`src/rtl/seq_mem_arb_pkg.sv`:
```
// Shared types for the two-requester sequential memory arbiter.
//   state_t  : arbiter FSM states.
//   owner_t  : which requester owns the access in flight or was granted last.
//   LAST_RST : reset value of the round-robin pointer. It is B, so A wins the first tie.
package seq_mem_arb_pkg;

    typedef enum logic {IDLE, BUSY} state_t;

    typedef enum logic {OWN_A, OWN_B} owner_t;

    localparam owner_t LAST_RST = OWN_B;

endpackage

```
`src/rtl/rr_pick2.sv`:
```
// Combinational two-way round-robin picker.
//   valid_a, valid_b : requests present
//   last             : 1 when B was granted most recently, 0 when A was
//   grant_a, grant_b : one-hot grant, or zero when nothing is valid
module rr_pick2
    import seq_mem_arb_pkg::*;
(
    input  logic valid_a,
    input  logic valid_b,
    input  logic last,
    output logic grant_a,
    output logic grant_b
);

    logic last_is_b;

    assign last_is_b = (last == OWN_B);

    // A lone requester always wins. On a tie, the requester that was not last wins.
    assign grant_a = valid_a & (~valid_b | last_is_b);
    assign grant_b = valid_b & (~valid_a | ~last_is_b);

endmodule

```
`src/rtl/seq_mem_arbiter_2.sv`:
```
// Round-robin arbiter that shares one single-port sequential memory between
// requesters A and B. Each access takes one grant cycle and one wait cycle.
// The response is registered and appears two cycles after the grant.
// Out-of-range addresses get an error response and never reach the memory.
//   clk, reset (async, active-low)
//   a_/b_req_*  : valid/ready request handshake, carrying write flag, address and write data
//   a_/b_resp_* : one-cycle response pulse with read data and error flag
//   mem_*       : memory command outputs (addr, data, enables) and completion inputs
module seq_mem_arbiter_2
    import seq_mem_arb_pkg::*;
#(
    parameter int WIDTH    = 32,
    parameter int SIZE     = 4,
    parameter int IDX_SIZE = 4
) (
    input  logic                clk,
    input  logic                reset,
    input  logic                a_req_valid,
    output logic                a_req_ready,
    input  logic                a_req_write,
    input  logic [IDX_SIZE-1:0] a_req_addr,
    input  logic [WIDTH-1:0]    a_req_wdata,
    output logic                a_resp_valid,
    output logic [WIDTH-1:0]    a_resp_rdata,
    output logic                a_resp_err,
    input  logic                b_req_valid,
    output logic                b_req_ready,
    input  logic                b_req_write,
    input  logic [IDX_SIZE-1:0] b_req_addr,
    input  logic [WIDTH-1:0]    b_req_wdata,
    output logic                b_resp_valid,
    output logic [WIDTH-1:0]    b_resp_rdata,
    output logic                b_resp_err,
    output logic [IDX_SIZE-1:0] mem_addr0,
    output logic                mem_read_en,
    output logic                mem_write_en,
    output logic [WIDTH-1:0]    mem_in,
    input  logic [WIDTH-1:0]    mem_out,
    input  logic                mem_read_done,
    input  logic                mem_write_done
);

    localparam logic [IDX_SIZE:0] SIZE_W = (IDX_SIZE + 1)'(SIZE);

    state_t state_q, state_d;
    owner_t last_q, own_q, sel_owner;
    logic   wr_q, oob_q;
    logic   grant_a, grant_b, last_b;
    logic   granted, done;
    logic   sel_write, sel_oob;
    logic [IDX_SIZE-1:0] sel_addr;
    logic [WIDTH-1:0]    sel_wdata;

    assign last_b = (last_q == OWN_B);

    rr_pick2 u_pick (
        .valid_a (a_req_valid),
        .valid_b (b_req_valid),
        .last    (last_b),
        .grant_a (grant_a),
        .grant_b (grant_b)
    );

    // The picker's grant is one-hot, so B's fields are used exactly when B wins.
    assign sel_owner = grant_b ? OWN_B : OWN_A;
    assign sel_write = grant_b ? b_req_write : a_req_write;
    assign sel_addr  = grant_b ? b_req_addr  : a_req_addr;
    assign sel_wdata = grant_b ? b_req_wdata : a_req_wdata;
    assign sel_oob   = ({1'b0, sel_addr} >= SIZE_W);

    always_comb begin
        state_d      = state_q;
        granted      = 1'b0;
        done         = 1'b0;
        a_req_ready  = 1'b0;
        b_req_ready  = 1'b0;
        mem_read_en  = 1'b0;
        mem_write_en = 1'b0;
        mem_addr0    = '0;
        mem_in       = '0;
        case (state_q)
            IDLE: begin
                // Reset is checked here as well. The combinational ready and
                // strobe outputs must stay low while reset is held.
                if (reset && (grant_a || grant_b)) begin
                    granted     = 1'b1;
                    a_req_ready = grant_a;
                    b_req_ready = grant_b;
                    if (!sel_oob) begin
                        mem_addr0    = sel_addr;
                        mem_in       = sel_wdata;
                        mem_write_en = sel_write;
                        mem_read_en  = ~sel_write;
                    end
                    state_d = BUSY;
                end
            end
            BUSY: begin
                // Only the done that matches the captured op completes the access.
                if (oob_q || (wr_q ? mem_write_done : mem_read_done)) begin
                    done    = 1'b1;
                    state_d = IDLE;
                end
            end
            default: state_d = IDLE;
        endcase
    end

    // Grant capture and response registers
    always_ff @(posedge clk or negedge reset) begin
        if (!reset) begin
            state_q      <= IDLE;
            last_q       <= LAST_RST;
            own_q        <= OWN_A;
            wr_q         <= 1'b0;
            oob_q        <= 1'b0;
            a_resp_valid <= 1'b0;
            a_resp_err   <= 1'b0;
            a_resp_rdata <= '0;
            b_resp_valid <= 1'b0;
            b_resp_err   <= 1'b0;
            b_resp_rdata <= '0;
        end else begin
            state_q <= state_d;
            if (granted) begin
                last_q <= sel_owner;
                own_q  <= sel_owner;
                wr_q   <= sel_write;
                oob_q  <= sel_oob;
            end
            a_resp_valid <= done && (own_q == OWN_A);
            a_resp_err   <= done && (own_q == OWN_A) && oob_q;
            a_resp_rdata <= (done && (own_q == OWN_A) && !oob_q && !wr_q) ? mem_out : '0;
            b_resp_valid <= done && (own_q == OWN_B);
            b_resp_err   <= done && (own_q == OWN_B) && oob_q;
            b_resp_rdata <= (done && (own_q == OWN_B) && !oob_q && !wr_q) ? mem_out : '0;
        end
    end

endmodule

```
`config.mk`:
```
export PLATFORM = sky130hd
export DESIGN_NAME = seq_mem_arbiter_2
export DESIGN_NICKNAME = d
export VERILOG_FILES = /design/src/rtl/seq_mem_arb_pkg.sv /design/src/rtl/rr_pick2.sv /design/src/rtl/seq_mem_arbiter_2.sv
export SDC_FILE = /design/constraint.sdc
export NUM_CORES = 1
export LEC_CHECK = 0
export ABC_CLOCK_PERIOD_IN_PS = 2100
export CORE_AREA = 2 2 86 88
export DETAILED_ROUTE_END_ITERATION = 7
export DIE_AREA = 0 0 88 90
export DONT_BUFFER_PORTS = 1
export PLACE_DENSITY = 0.67
export REMOVE_ABC_BUFFERS = 1
export SYNTH_ARGS = -nofsm -noshare
export SYNTH_HDL_FRONTEND = slang
export SYNTH_SLANG_ARGS = --single-unit
```
`constraint.sdc`:
```
create_clock -name clk -period 2.1 [get_ports clk]
set_input_delay 0.63 -clock clk [delete_from_list [all_inputs] [get_ports clk]]
set_output_delay 0.63 -clock clk [all_outputs]
set_load 0.02 [all_outputs]
```
==> flow_metrics.tcl, run 1 <==
set metrics [dict create \
    status "finished, violations left" \
    violated_checks "negative hold slack, negative setup slack" \
    start_kind "register" \
    place_congestion 0.871 \
    worstPathMaxFanout 8 \
    grt_overflow 0 \
    htreeDepth 3 \
    final_critical_path_setup_slack_ns -0.239 \
    yosysWarningCount 0 \
    fp.dieW_um 88 \
    commonest_cells_after_routing_fill_and_taps_aside "72 x sky130_fd_sc_hd__dfrtp_1, 64 x sky130_fd_sc_hd__and2_1, 55 x sky130_fd_sc_hd__nand3_1" \
    synth-edff-count 0 \
    rsz_0062_raised_after_global_routing "yes" \
    critical_path_required_ns 1.47 \
    setup_viol_count_final 36 \
    cp_num_buf_inv 4 \
    grt.total_usage_pct 19.8 \
    fin_skew_ns 0.00554 \
    peakVddDrop_uv 322 \
    tritoncts "done" \
    antenna_cells 0 \
    number_of_port_buffers 0 \
    worst-endpoint-arrival_ns 1.71 \
    pin_count 220 \
    count_of_max_cap_constraint_violations 0 \
    layout.cell_area.non_filler_um2 4210 \
    initial_utilization_pct 44.5 \
    detailedRoute.firstIterationViolations 121 \
    drcViolationCount 0 \
    power.static_leakage_uw 0.00187 \
    place_worst_setup_slack_ns 0.0209 \
    finish.net_count 456 \
    place.detailed.instances 422 \
    ys.flop_type "sky130_fd_sc_hd__dfrtp_1" \
    grt_first_pass_wirelength_um 12200 \
    fin_crit_ns 2.34 \
    grt_pass1_vias 2321 \
    fp.dieH_um 90 \
    clock_tree.root_cell "sky130_fd_sc_hd__clkbuf_8" \
    synth_seq_cells 73 \
    postSynthCellCount 300 \
    number_of_nets_with_antenna_violations_after_routing 0 \
    cpLargestDelayFamily "buffers and inverters" \
    crit_type "register to output port" \
    worst_hold_path_type "input pin to asynchronous set/reset pin" \
    power_density_nw_per_um2 793 \
    drive_gt1_share_pct 34.4 \
    post_synth_num_cell_types 29 \
    tritoncts_num_sinks 73 \
    number_of_placement_rows 31 \
    largest_registers "a_resp_rdata (32), b_resp_rdata (32)" \
    critPathSlowestCell "sky130_fd_sc_hd__dfstp_2" \
    route.vias.total 2452 \
    postRouteWirelength_um 8890 \
    placeableCoreArea_um2 7020 \
    critical_path.endpoint_type "output port" \
    total_power_uw 3340 \
    drt-wirelength-per-cell_um 19.8 \
    clock_latency_ns 0.33 \
    layoutNonFillerInstCount 448 \
    ys_seq_area_share_pct 58.5 \
    asyncSetResetFlopFracSynth_pct 100 \
    number_of_buffers_between_clock_root_and_the_deepest_sink 2 \
    post_dp_cell_area_um2 3540 \
    viasPerCell 5.47 \
    tcrit_tclk_final_pct 111 \
    cts_inserted_buffers 9 \
    syn-mean-instance-area_um2 10.4 \
    fp.dieArea_um2 7920 \
    finalHoldWorstSlack_ns -0.0141 \
    first_pass_iters 4 \
    mostFrequentLayoutCell "sky130_fd_sc_hd__dfrtp_1" \
    area_growth_pct 34.7 \
    fmax_ghz 0.428 \
    cts.reportedPaths.clkPinSlew_ns 0.08 \
    post_synth_instance_area_um2 3120 \
    number_of_antenna_violations_at_the_first_check_in_global_routing 0 \
    finalMaxSlewViolations 0 \
    crit_chain "buf_6 -> a21boi_4 -> buf_12 -> clkbuf_16 -> nand3_4 -> a21oi_2 -> buf_4" \
    grt_max_degree 76 \
    timing.critical_path.slowest_cell_delay_ns 0.38 \
    hold_violations_final 72 \
    hpwl_um 5570 \
]
[logic make-up after synthesis]
family,after synthesis,synth area share [%]
buffers and inverters,26,4.09
multiplexers,4,1.40
other,1,0.120
AND/OR/NAND/NOR,152,27.8
flip-flops,73,58.5
AO/OA/AOI/OAI,44,8.09
[Yosys cell counts, types with 2 or more instances]
library cell / number / area share, %
sky130_fd_sc_hd__clkbuf_1: 13 / 1.6
sky130_fd_sc_hd__buf_4: 6 / 1.4
sky130_fd_sc_hd__and3_1: 2 / 0.40
sky130_fd_sc_hd__and2_1: 65 / 13
sky130_fd_sc_hd__dfrtp_1: 72 / 58
sky130_fd_sc_hd__nand3_1: 70 / 11
sky130_fd_sc_hd__nand3b_1: 3 / 0.72
sky130_fd_sc_hd__mux2_2: 2 / 0.72
sky130_fd_sc_hd__a21oi_1: 37 / 5.9
sky130_fd_sc_hd__nor3b_1: 2 / 0.48
sky130_fd_sc_hd__buf_2: 6 / 0.96
sky130_fd_sc_hd__nor2_2: 2 / 0.40
sky130_fd_sc_hd__nand2_1: 3 / 0.36
sky130_fd_sc_hd__a21bo_2: 2 / 0.64
[where the power goes]
| group | switching (uW) | total [uW] | internal [uW] |
|---|---|---|---|
| Combinational | 322 | 608 | 286 |
| Sequential | 86.7 | 1560 | 1470 |
| Clock | 499 | 1170 | 673 |
| Total | 908 | 3340 | 2430 |
[through the flow]
| stage | utilization, % | hold slack, ns | TNS (ns) |
|---|---|---|---|
| after floorplan | - | 0.334 | -15.74 |
| after global placement | 50.5 | 0.336 | 0 |
| after detailed placement | 50.5 | 0.336 | 0 |
| after CTS | 54.5 | -0.0313 | -5.31 |
| after global routing | 59.9 | -0.0541 | -9.21 |
| final | 59.9 | -0.0141 | -7.06 |
[per-layer routing]
metal / global-route usage (%) / wire (um)
met1: 24.2 / 3140
met2: 32.0 / 4650
met3: 7.53 / 930
met4: 6.41 / 161
met5: 0 / 0
[final timing paths]
| path | from | cells after the start | slack (ns) | end |
|---|---|---|---|---|
| max in group asynchronous | reset | 0 | 1.93 | last_b$_DFFE_PN1P_ |
| worst max register to register | last_b$_DFFE_PN1P_ | 4 | 0.49 | wr_q$_DFFE_PN0P_ |
| worst min-delay path | reset | 0 | -0.01 | b_resp_rdata[9]$_DFF_PN0_ |
| worst min register to register | wr_q$_DFFE_PN0P_ | 1 | 0.57 | wr_q$_DFFE_PN0P_ |
| min in group clk | b_req_valid | 2 | 0.41 | last_b$_DFFE_PN1P_ |
| worst max-delay path | last_b$_DFFE_PN1P_ | 7 | -0.24 | mem_in[4] |
[worst reg2reg max path: stages, from the launching register on]
cell	delay, ns
sky130_fd_sc_hd__dfstp_2	0.55
sky130_fd_sc_hd__a21bo_4	0.18
sky130_fd_sc_hd__buf_16	0.15
sky130_fd_sc_hd__mux2_1	0.35
sky130_fd_sc_hd__mux2_2	0.26
[layout make-up]
type / count / area, um2
well taps: 99 / 124
multi-input cells: 202 / 1420
clock buffers: 10 / 128
repair buffers: 57 / 617
clock inverters: 6 / 90.1
flip-flops and latches: 73 / 1830
fillers: 553 / 2820
inverters: 1 / 3.75
[timing repair]
| item | 4_1_cts | 5_1_grt |
|---|---|---|
| endpoints found under the setup margin | 36 | 37 |
| gates cloned | 1 | 6 |
| setup buffers | 1 | 3 |
| gates resized for setup | 9 | 50 |
| pin swaps | 0 | 26 |
| hold endpoints to repair | 72 | 72 |
Note: power is estimated with default switching activity, not from simulation.
==> run 2, diff against run 1 <==
--- a/config.mk
+++ b/config.mk
@@ -7,6 +7,7 @@
 export LEC_CHECK = 0
 export ABC_CLOCK_PERIOD_IN_PS = 2100
 export CORE_AREA = 2 2 86 88
+export CTS_CLUSTER_SIZE = 12
 export DETAILED_ROUTE_END_ITERATION = 7
 export DIE_AREA = 0 0 88 90
 export DONT_BUFFER_PORTS = 1
==> results of run 2 <==
The final DEF is identical to that of run 1; final timing and power are the same.
==> run 3, diff against run 2 <==
--- a/config.mk
+++ b/config.mk
@@ -6,12 +6,12 @@
 export NUM_CORES = 1
 export LEC_CHECK = 0
 export ABC_CLOCK_PERIOD_IN_PS = 2100
-export CORE_AREA = 2 2 86 88
+export CORE_AREA = 4 4 83 85
 export CTS_CLUSTER_SIZE = 12
 export DETAILED_ROUTE_END_ITERATION = 7
-export DIE_AREA = 0 0 88 90
+export DIE_AREA = 0 0 87 89
 export DONT_BUFFER_PORTS = 1
-export PLACE_DENSITY = 0.67
+export PLACE_DENSITY = 0.74
 export REMOVE_ABC_BUFFERS = 1
 export SYNTH_ARGS = -nofsm -noshare
 export SYNTH_HDL_FRONTEND = slang
==> flow_metrics.tcl, run 3 (synthesis gave the netlist of run 1 again) <==
set metrics [dict create \
    status "finished, violations left" \
    violated_checks "negative hold slack, negative setup slack" \
    number_of_port_buffers 0 \
    tcrit_tclk_final_pct 115 \
    placeableCoreArea_um2 6200 \
    place_worst_setup_slack_ns -0.00194 \
    place_congestion 0.776 \
    hpwl_um 6000 \
    timing.critical_path.slowest_cell_delay_ns 0.39 \
    first_pass_iters 4 \
    clock_tree.root_cell "sky130_fd_sc_hd__clkbuf_8" \
    commonest_cells_after_routing_fill_and_taps_aside "72 x sky130_fd_sc_hd__dfrtp_1, 64 x sky130_fd_sc_hd__and2_1, 60 x sky130_fd_sc_hd__nand3_1" \
    cts.reportedPaths.clkPinSlew_ns 0.08 \
    postRouteWirelength_um 9380 \
    finalHoldWorstSlack_ns -0.0181 \
    critical_path.endpoint_type "output port" \
    layout.cell_area.non_filler_um2 4110 \
    grt_pass1_vias 2266 \
    area_taken_by_multi_input_logic_gates_um2 1360 \
    number_of_placement_rows 29 \
    fp.dieH_um 89 \
    drive_gt1_share_pct 35.1 \
    worst-endpoint-arrival_ns 1.79 \
    fmax_ghz 0.413 \
    worst_hold_path_type "input pin to asynchronous set/reset pin" \
    sequential_cell_area_um2 1830 \
    start_kind "register" \
    post_dp_cell_area_um2 3540 \
    route.vias.total 2491 \
    power_density_nw_per_um2 781 \
    final_critical_path_setup_slack_ns -0.319 \
    finalMaxSlewViolations 0 \
    setup_viol_count_final 37 \
    hold_violations_final 71 \
    viasPerCell 5.83 \
    tritoncts "done" \
    drcViolationCount 0 \
    mostFrequentLayoutCell "sky130_fd_sc_hd__dfrtp_1" \
    antenna_cells 0 \
    number_of_buffers_between_clock_root_and_the_deepest_sink 2 \
    worstPathMaxFanout 8 \
    pin_count 220 \
    largest_registers "a_resp_rdata (32), b_resp_rdata (32)" \
    place.detailed.instances 402 \
    cts_inserted_buffers 9 \
    critical-path-top-cell-by-count "sky130_fd_sc_hd__buf_6" \
    power.static_leakage_uw 0.00186 \
    count_of_max_cap_constraint_violations 0 \
    grt.total_usage_pct 19.7 \
    peakVddDrop_uv 556 \
    tritoncts_num_sinks 73 \
    total_power_uw 3210 \
    critPathSlowestCell "sky130_fd_sc_hd__dfstp_2" \
    clock_latency_ns 0.33 \
    initial_utilization_pct 50.3 \
    fp.dieW_um 87 \
    fp.dieArea_um2 7740 \
    number_of_nets_with_antenna_violations_after_routing 0 \
    grt_max_degree 76 \
    crit_chain "buf_6 -> a21boi_4 -> buf_12 -> buf_6 -> nand3_1 -> a21oi_1 -> buf_4" \
    rsz_0062_raised_after_global_routing "yes" \
    worst-r2r-cell-count 5 \
    htreeDepth 3 \
    drt-wirelength-per-cell_um 22.0 \
    grt_overflow 0 \
    finish.net_count 457 \
    detailedRoute.firstIterationViolations 230 \
    filler_cell_count 463 \
    critical_path_required_ns 1.47 \
    fin_skew_ns 0.00422 \
    fin_crit_ns 2.42 \
    layoutNonFillerInstCount 427 \
    crit_type "register to output port" \
    grt_first_pass_wirelength_um 11700 \
    number_of_antenna_violations_at_the_first_check_in_global_routing 0 \
    area_growth_pct 31.7 \
]
run 3: where the power goes:
part / leakage (uW) / total, uW / switching (uW) / internal, uW
registers: 0.00100 / 1560 / 89.6 / 1470
clock network: 0.0000977 / 1080 / 522 / 560
logic: 0.000758 / 573 / 303 / 270
total: 0.00186 / 3210 / 914 / 2300
run 3: stage by stage:
step	util [%]	setup TNS, ns
after floorplan	-	-15.74
after CTS	61.4	-5.43
after global routing	66.3	-10.31
after global placement	57.1	-0.00184
after detailed placement	57.1	-0.00194
final	66.3	-7.50
run 3: routing by layer:
layer	up-vias	global-route usage (%)	wire length (um)
met2	174	32.3	5030
met4	0	5.10	153
met3	18	8.66	1140
li1	1102	-	-
met1	1197	23.9	3050
met5	-	0	0
run 3: area by class of cell:
type	count	area share, %
Timing Repair Buffer	58	15.1
Tap cell	77	2.34
Multi-Input combinational cell	202	33.1
Clock buffer	9	3.01
Sequential cell	73	44.4
Inverter	1	0.0912
Clock inverter	7	1.92
run 3: worst paths after layout:
check	startpoint	to	slack, ns
min in group clk	mem_out[13]	a_resp_rdata[13]$_DFF_PN0_	0.42
setup reg to reg	state_q$_DFF_PN0_	b_resp_rdata[30]$_DFF_PN0_	0.48
max in group asynchronous	reset	last_b$_DFFE_PN1P_	1.93
hold / removal	reset	a_resp_rdata[14]$_DFF_PN0_	-0.02
setup / recovery	last_b$_DFFE_PN1P_	mem_in[0]	-0.32
hold reg to reg	own_q$_DFFE_PN0P_	a_resp_valid$_DFF_PN0_	0.56
run 3: worst max-delay path: cells and delay by family (launching register included):
kind,cells,cell delay [ns]
buf+inv,4,0.60
flops,1,0.39
compound gates,2,0.35
simple gates,1,0.12
run 3: repair_timing:
action / CTS / global route
hold endpoints to repair: 72 / 72
resized for setup: 10 / 45
cloned: 0 / 5
setup endpoints to repair: 36 / 37
pin swaps: 2 / 11
setup buffers: 3 / 1
